$ cat src/rtl/debug_halt_ctrl.sv
// Debug halt controller for the 5-stage core.
// It drains the pipeline for a configurable depth and then holds the core halted.
// A halt is triggered by an EBREAK in decode or by a debugger request.
// It supports resume and single-step handshakes.
// Optional build macro: DBG_HALT_TIMEOUT_EN adds auto-resume after TIMEOUT_CYCLES halted cycles.
module debug_halt_ctrl #(
  parameter int XLEN           = 32,
  parameter int DRAIN_CYCLES   = 3,
  parameter int TIMEOUT_CYCLES = 1024
) (
  input  logic            clk,
  input  logic            rst_n,
  input  logic [XLEN-1:0] instr_d,
  input  logic [XLEN-1:0] pc_d,
  input  logic            ext_halt_req,
  input  logic            resume_req,
  input  logic            step_req,
  output logic            halt_stall,
  output logic            halted,
  output logic [1:0]      halt_cause,
  output logic [XLEN-1:0] halt_pc,
  output logic            resume_ack,
  output logic            timeout
);

  localparam logic [XLEN-1:0] EBREAK_INSN = XLEN'(32'h0010_0073);
  localparam logic [3:0]      DRAIN_LOAD  = 4'(DRAIN_CYCLES - 1);

  localparam logic [1:0] CAUSE_EBREAK = 2'd1;
  localparam logic [1:0] CAUSE_EXT    = 2'd2;
  localparam logic [1:0] CAUSE_STEP   = 2'd3;

  typedef enum logic [1:0] {
    S_IDLE   = 2'd0,
    S_DRAIN  = 2'd1,
    S_HALTED = 2'd2,
    S_STEP   = 2'd3
  } state_e;

  state_e          state_q, state_d;
  logic [3:0]      cnt_q, cnt_d;
  logic            mask_q, mask_d;
  logic [1:0]      halt_cause_q, halt_cause_d;
  logic [XLEN-1:0] halt_pc_q, halt_pc_d;

  logic            ebreak_hit;
  logic            ext_hit;
  logic            timeout_hit;
  logic            timeout_fire;

  // Triggers are qualified with rst_n so every output reads 0 while reset is held.
  assign ebreak_hit = rst_n && !mask_q && (instr_d == EBREAK_INSN);
  assign ext_hit    = rst_n && ext_halt_req;

`ifdef DBG_HALT_TIMEOUT_EN
  localparam int TW = $clog2(TIMEOUT_CYCLES + 1);
  logic [TW-1:0] tmo_cnt_q, tmo_cnt_d;

  assign timeout_hit = (state_q == S_HALTED) && (tmo_cnt_q == TW'(TIMEOUT_CYCLES - 1));
  assign timeout     = timeout_fire;

  // Halted-cycle counter; it is held at zero outside HALTED, so each entry starts fresh.
  always_comb begin
    tmo_cnt_d = '0;
    if (state_q == S_HALTED) begin
      tmo_cnt_d = tmo_cnt_q + TW'(1);
    end
  end

  // Timeout counter register.
  always_ff @(posedge clk or negedge rst_n) begin
    if (!rst_n) begin
      tmo_cnt_q <= '0;
    end else begin
      tmo_cnt_q <= tmo_cnt_d;
    end
  end
`else
  assign timeout_hit = 1'b0;
  assign timeout     = 1'b0;
`endif

  // Next-state and output decode; the IDLE trigger drives halt_stall combinationally.
  always_comb begin
    state_d      = state_q;
    cnt_d        = cnt_q;
    mask_d       = mask_q;
    halt_cause_d = halt_cause_q;
    halt_pc_d    = halt_pc_q;
    halt_stall   = 1'b0;
    halted       = 1'b0;
    resume_ack   = 1'b0;
    timeout_fire = 1'b0;

    unique case (state_q)
      S_IDLE: begin
        if (ebreak_hit || ext_hit) begin
          halt_stall   = 1'b1;
          state_d      = S_DRAIN;
          halt_pc_d    = pc_d;
          halt_cause_d = ebreak_hit ? CAUSE_EBREAK : CAUSE_EXT;
          cnt_d        = DRAIN_LOAD;
        end
      end
      S_DRAIN: begin
        halt_stall = 1'b1;
        if (cnt_q == 4'd0) begin
          state_d = S_HALTED;
        end else begin
          cnt_d = cnt_q - 4'd1;
        end
      end
      S_HALTED: begin
        halt_stall = 1'b1;
        halted     = 1'b1;
        if (resume_req) begin
          resume_ack = 1'b1;
          state_d    = step_req ? S_STEP : S_IDLE;
        end else if (timeout_hit) begin
          resume_ack   = 1'b1;
          timeout_fire = 1'b1;
          state_d      = S_IDLE;
        end
        // The EBREAK that caused this halt still sits in decode; let it pass once.
        if (resume_ack && (halt_cause_q == CAUSE_EBREAK)) begin
          mask_d = 1'b1;
        end
      end
      S_STEP: begin
        state_d      = S_DRAIN;
        halt_cause_d = CAUSE_STEP;
        halt_pc_d    = pc_d;
        cnt_d        = DRAIN_LOAD;
      end
      default: begin
        state_d = S_IDLE;
      end
    endcase

    // Once one instruction has moved out of decode, the mask has done its job.
    if (!halt_stall) begin
      mask_d = 1'b0;
    end
  end

  // State, drain counter, mask and captured halt information.
  always_ff @(posedge clk or negedge rst_n) begin
    if (!rst_n) begin
      state_q      <= S_IDLE;
      cnt_q        <= 4'd0;
      mask_q       <= 1'b0;
      halt_cause_q <= 2'd0;
      halt_pc_q    <= '0;
    end else begin
      state_q      <= state_d;
      cnt_q        <= cnt_d;
      mask_q       <= mask_d;
      halt_cause_q <= halt_cause_d;
      halt_pc_q    <= halt_pc_d;
    end
  end

  assign halt_cause = halt_cause_q;
  assign halt_pc    = halt_pc_q;

endmodule

$ cat config.mk
export PLATFORM = sky130hd
export DESIGN_NAME = debug_halt_ctrl
export DESIGN_NICKNAME = d
export VERILOG_FILES = /design/src/rtl/debug_halt_ctrl.sv
export SDC_FILE = /design/constraint.sdc
export NUM_CORES = 1
export LEC_CHECK = 0
export ABC_AREA = 1
export BUFFER_PORTS_ARGS = -buffer_cell sky130_fd_sc_hd__buf_2
export CAP_MARGIN = 0
export CORE_UTILIZATION = 34
export DETAILED_ROUTE_END_ITERATION = 16
export GPL_TIMING_DRIVEN = 1
export SLEW_MARGIN = 20
export SYNTH_ARGS = -nofsm -noshare
export SYNTH_HDL_FRONTEND = slang
export SYNTH_SLANG_ARGS = --single-unit
export TNS_END_PERCENT = 50
$ cat constraint.sdc
create_clock -name clk -period 2.2 [get_ports clk]
set_input_delay 0.11 -clock clk [delete_from_list [all_inputs] [get_ports clk]]
set_output_delay 0.11 -clock clk [all_outputs]
set_load 0.01 [all_outputs]
## Yosys cells after proc, flatten, opt, wreduce, memory -nomap -nowiden

Cells that the tools add are included.

| cells by class | value |
|---|---|
| $add $sub $neg | 1 |
| eq/ne operators | 11 |
| multiplexer cells | 22 |
| reduce and logical (&&, ||, !) cells | 15 |

Operators with widths:

| operator | count |
|---|---|
| one-hot mux 32 bit (2 select lines) | 1 |
| equality test 32 x 21 -> 1 bit (second input constant) | 1 |
| two-way mux 32 bit | 1 |
| two-way mux 2 bit | 6 |
| one-hot mux 4 bit (3 select lines) | 1 |
| two-way mux 1 bit | 8 |
| two-way mux 4 bit | 2 |
| != test 2 bit (second input constant) | 4 |
| one-hot mux 2 bit (4 select lines) | 1 |
| AND reduction 3 bit | 2 |
| equality test 2 x 1 -> 1 bit (second input constant) | 2 |
| equality test 2 bit (second input constant) | 2 |
| logical AND 1 bit | 4 |
| logical NOT 4 bit | 1 |
| != test 2 x 1 -> 1 bit (second input constant) | 2 |
| one-hot mux 2 bit (2 select lines) | 1 |
| AND reduction 2 bit | 2 |
| subtractor 4 x 1 -> 4 bit (second input constant) | 1 |
| nonzero test 3 bit | 1 |
| logical NOT 2 bit | 1 |
| one-hot mux 1 bit (2 select lines) | 1 |
| nonzero test 2 bit | 1 |
| OR reduction 2 bit | 1 |
| logical NOT 1 bit | 1 |
| logical OR 1 bit | 1 |

| word-level totals | value |
|---|---|
| register bits after elaboration | 41 |
| input port bits | 69 |
| output and inout bits | 38 |

## Longest topological paths before layout

| depth | value |
|---|---|
| depth after elaboration | 8 |
| depth in mapped cells | 11 |

## Least setup slack after synthesis

Ideal clock, no wire load.

| path | value |
|---|---|
| path kind | reg2reg |
| from | register state_q[0] |
| to | register halt_pc_q[10] (netlist: halt_pc[10]) |
| setup time | 117 ps |
| arrival | 1428 ps |
| required time | 2083 ps |
| setup slack | 655 ps |
| stages on the path, launching flop included | 8 |
| period minus slack after synthesis | 1545 ps |
| cell sequence | dfrtp_1 > inv_1 > ha_1 > or2_2 > buf_2 > clkbuf_1 > nand3_1 > nand2_1 |

| between the ends | value |
|---|---|
| word-level cells in the longest chain between the ends | 3 |
| elaborated cells on any way between the ends | 6 |

RTL lines:

| element | line | RTL |
|---|---|---|
| from (decl) | 40 | `state_e state_q, state_d;` |
| from (signal assigned) | 155 | `state_q <= state_d;` |
| equality test 2 bit / logical NOT 2 bit (equally long branches) | 95 | `unique case (state_q)` |
| nonzero test 2 bit (no line) / != test 2 bit (equally long branches) | n/a |  |
| AND reduction 2 bit (no line) | n/a |  |
| to (signal assigned) | 159 | `halt_pc_q <= halt_pc_d;` |
| to (decl) | 44 | `logic [XLEN-1:0] halt_pc_q, halt_pc_d;` |

Parallel ways exist; a longest one is shown, timed or not.
A chain may end at the register's enable or synchronous reset.

## Worst setup path after layout

| path | value |
|---|---|
| from | input rst_n |
| to | register halt_cause_q[0] (netlist: halt_cause[0]) |

| between the ends | value |
|---|---|
| word-level cells in the longest chain between the ends | 5 |
| elaborated cells on any way between the ends | 9 |

RTL lines:

| element | line | RTL |
|---|---|---|
| from (decl) | 12 | `input logic rst_n,` |
| logical AND 1 bit (2 in series) | 52 | `assign ebreak_hit = rst_n && !mask_q && (instr_d == EBREAK_INSN);` |
| two-way mux 2 bit / logical OR 1 bit (equally long branches) | 101, 97 |  |
| two-way mux 2 bit / != test 2 bit (equally long branches) | n/a |  |
| one-hot mux 2 bit (2 select lines) / AND reduction 2 bit (equally long branches) | n/a |  |
| to (signal assigned) | 158 | `halt_cause_q <= halt_cause_d;` |
| to (decl) | 43 | `logic [1:0] halt_cause_q, halt_cause_d;` |

Parallel ways exist; a longest one is shown, timed or not. The select of a mux whose other input is x is not followed.

==> qor.yml <==
outcome:
  status: "completed"
worst_setup_path:
  cp_cell_sequence: "dlygate4sd3_1 > buf_2 > nand2_1 > nor2_1 > nand2_1 > nor2_2 > nand3_2 > nand3_4 > nand2_4 > nand2_1 > o21ai_0"
  cp_common_cell: "nand2_1"
  endpoint_kind: "register"
  cp_max_fo: 37
  cpPeakStageDelay_ns: 0.54
  critical_path_required_ns: 2.37
  critical_path_class: "primary input to register"
  crit_arrival_ns: 2.15
  cp-start-kind: "primary input"
  crit_slowest_cell: "dlygate4sd3_1"
clock_network:
  post_cts_buffers: 0
  cts-htree-levels: 2
  cts_root_buffer: "clkbuf_8"
  clk_latency_ns: 0.29
  cts_buffers: 5
  cts_sinks: 41
  clkTransAtPathRegs_ns: 0.08
  clockBufferDepth: 2
  cts_tree: "yes"
cells_and_area:
  nFillCells: 630
  stdcell_area_um2: 2820
  nNetsFinal: 461
  drive_above_1_share_pct: 31.3
  diodes: 0
  area_growth_pct: 30.0
  fin_util_pct: 46.8
  fin_cells: 461
floorplanning:
  core_area_um2: 6030
  initial_core_util_pct: 36.0
  die_width_um: 81.8
  die_y_um: 81.8
  io_pins: 107
  dieArea_um2: 6700
  rows: 28
global_route:
  grt_pass1_wl_um: 8420
  global_route.usage.total_pct: 16.4
  grt_antenna_before_repair: 0
  grt_max_degree: 42
  grt_pass1_vias: 1950
  globalRouteOverflowTotal: 0
power_and_ir_drop:
  p_sw_share_pct: 44.2
  internal-power_uw: 2040
  p_switching_uw: 1620
  ir_worst_vdd_uv: 680
  power_leakage_uw: 0.00166
  p_per_area_nw_per_um2: 1300
  clock_power_share_pct: 14.0
  combPwrFrac_pct: 50.1
  seqPwrFrac_pct: 35.9
timing:
  rsz0062_at_grt: "no"
  fin_crit_ns: 1.98
  fmax_ghz: 0.506
  tightest_slew_ns: 0.517
  hold_viol: 0
  drv_slew: 0
  relSlewSlack_pct: 65.5
  clock_skew_ns: 0.00544
  timing.setup.tns_ns: 0
  fin_crit_sh_pct: 89.8
  finalSetupViolations: 0
placed_design:
  placed_cells: 453
  place_area_um2: 2720
  place_hpwl_um: 4000
  portBuffers: 105
  place.gp.congestion: 0.789
logic_synthesis:
  synth-seq-area-share_pct: 47.3
  synth_cell_types: 25
  synth_area_um2: 2170
  yosys_warnings: 0
  synth_area_per_cell_um2: 7.66
  synth_seq_cells: 41
  syn_nets: 358
  synth_cells: 283
routing:
  vias: 2143
  wl_um: 5400
  drc: 0
  viasPerCell: 4.65
  routedWlPerCell_um: 11.7
  drtIter0Drc: 100
  first_pass_iters: 6
  ant_nets: 0
run:
  drv_cap: 0
hold_path:
  min_path_type: "primary input to register"
-- per-stage QoR --
stage / hold WS [ns] / worst slack, ns / total power (uW)
floorplan: -0.186 / 0.655 / 2610
global placement: 0.277 / 0.354 / 3130
detailed placement: 0.270 / 0.278 / 3170
CTS: 0.0385 / 0.209 / 3690
global route: 0.0436 / 0.00940 / 4000
finish: 0.0419 / 0.224 / 3650
-- power groups by stage --
stage	Clock [uW]	Sequential, uW	Combinational [uW]
2_1_floorplan	0	1460	1150
3_3_place_gp	0	1320	1810
3_5_place_dp	0	1320	1850
4_1_cts	523	1310	1860
5_1_grt	558	1350	2080
6_report	513	1310	1830
-- final timing paths --
check	start	slack, ns	depth (start not counted)	end
max	rst_n	0.22	11	halt_cause[0]
min	pc_d[22]	0.04	3	halt_pc[22]
max reg2reg	mask_q	0.30	10	halt_cause[0]
min reg2reg	halt_pc[15]	0.47	2	halt_pc[15]
max in group asynchronous	rst_n	1.34	3	halt_pc[31]
min in group asynchronous	rst_n	0.50	3	halt_pc[22]
-- metal layers --
metal | global-route usage [%] | share of wire [%] | up-vias
met5 | 0 | 0 | -
met4 | 4.74 | 0.94 | 0
met3 | 3.11 | 4.6 | 5
met2 | 29.3 | 51 | 50
met1 | 19.9 | 44 | 999
li1 | - | - | 1089
-- area by class of cell --
type                       count  area [um2]  share of cell area, %
multi-input combinational    191         911                   32.3
clock buffer                   6        82.6                   2.93
inverter                      39         146                   5.20
tap                           75        93.8                   3.33
clock inverter                 1        7.51                  0.266
timing repair buffer         108         551                   19.5
sequential                    41        1030                   36.4
-- flip-flops by register name (all words and copies together), names as in the netlist --
register / flops
cnt_q: 4
state_q: 2
mask_q: 1
halt_cause: 2
halt_pc: 32
-- synthesized netlist by cell type (all sizes together) --
cell type / n / share of area, %
nor2: 15 / 2.7
clkbuf: 3 / 0.52
dfrtp: 41 / 47
o31ai: 1 / 0.35
o21ai: 8 / 1.8
nand4: 10 / 2.9
a31oi: 2 / 0.58
ha: 6 / 3.5
inv: 39 / 6.8
or2: 2 / 0.58
buf: 9 / 3.3
nand3b: 2 / 0.69
nand2: 102 / 18
nand3: 41 / 10
conb: 1 / 0.17
a22oi: 1 / 0.35
-- cells by family (layout without fill, tap and decap cells) --
kind of cell | count (synthesis) | in the layout | synth area share [%]
simple gates | 172 | 172 | 35.3
buf+inv | 51 | 154 | 10.6
flops | 41 | 41 | 47.3
compound gates | 12 | 12 | 3.12
fa+ha+maj | 6 | 6 | 3.46
other cells | 1 | 1 | 0.173
-- worst max-delay path, delay by kind of cell --
family          cells  cell delay (ns)
simple gates        8             1.25
compound gates      1             0.08
buf+inv             2             0.68
-- placed cells by master, fill, tap and decap left out, drive strengths merged --
cell type      n
clkbuf         6
conb           1
ha             6
nand3         41
nand3b         2
dfrtp         41
inv           39
a31oi          2
buf          107
nand4         10
clkinvlp       1
a22oi          1
o21ai          8
or2            2
nand2        102
dlygate4sd3    1
o31ai          1
nor2          15
-- timing repair --
item,in CTS,in global routing
hold endpoints to repair,41,0
endpoints found under the setup margin,0,0
resized for setup,0,0
hold buffers,1,0
Power figures use the tool's default switching activity.
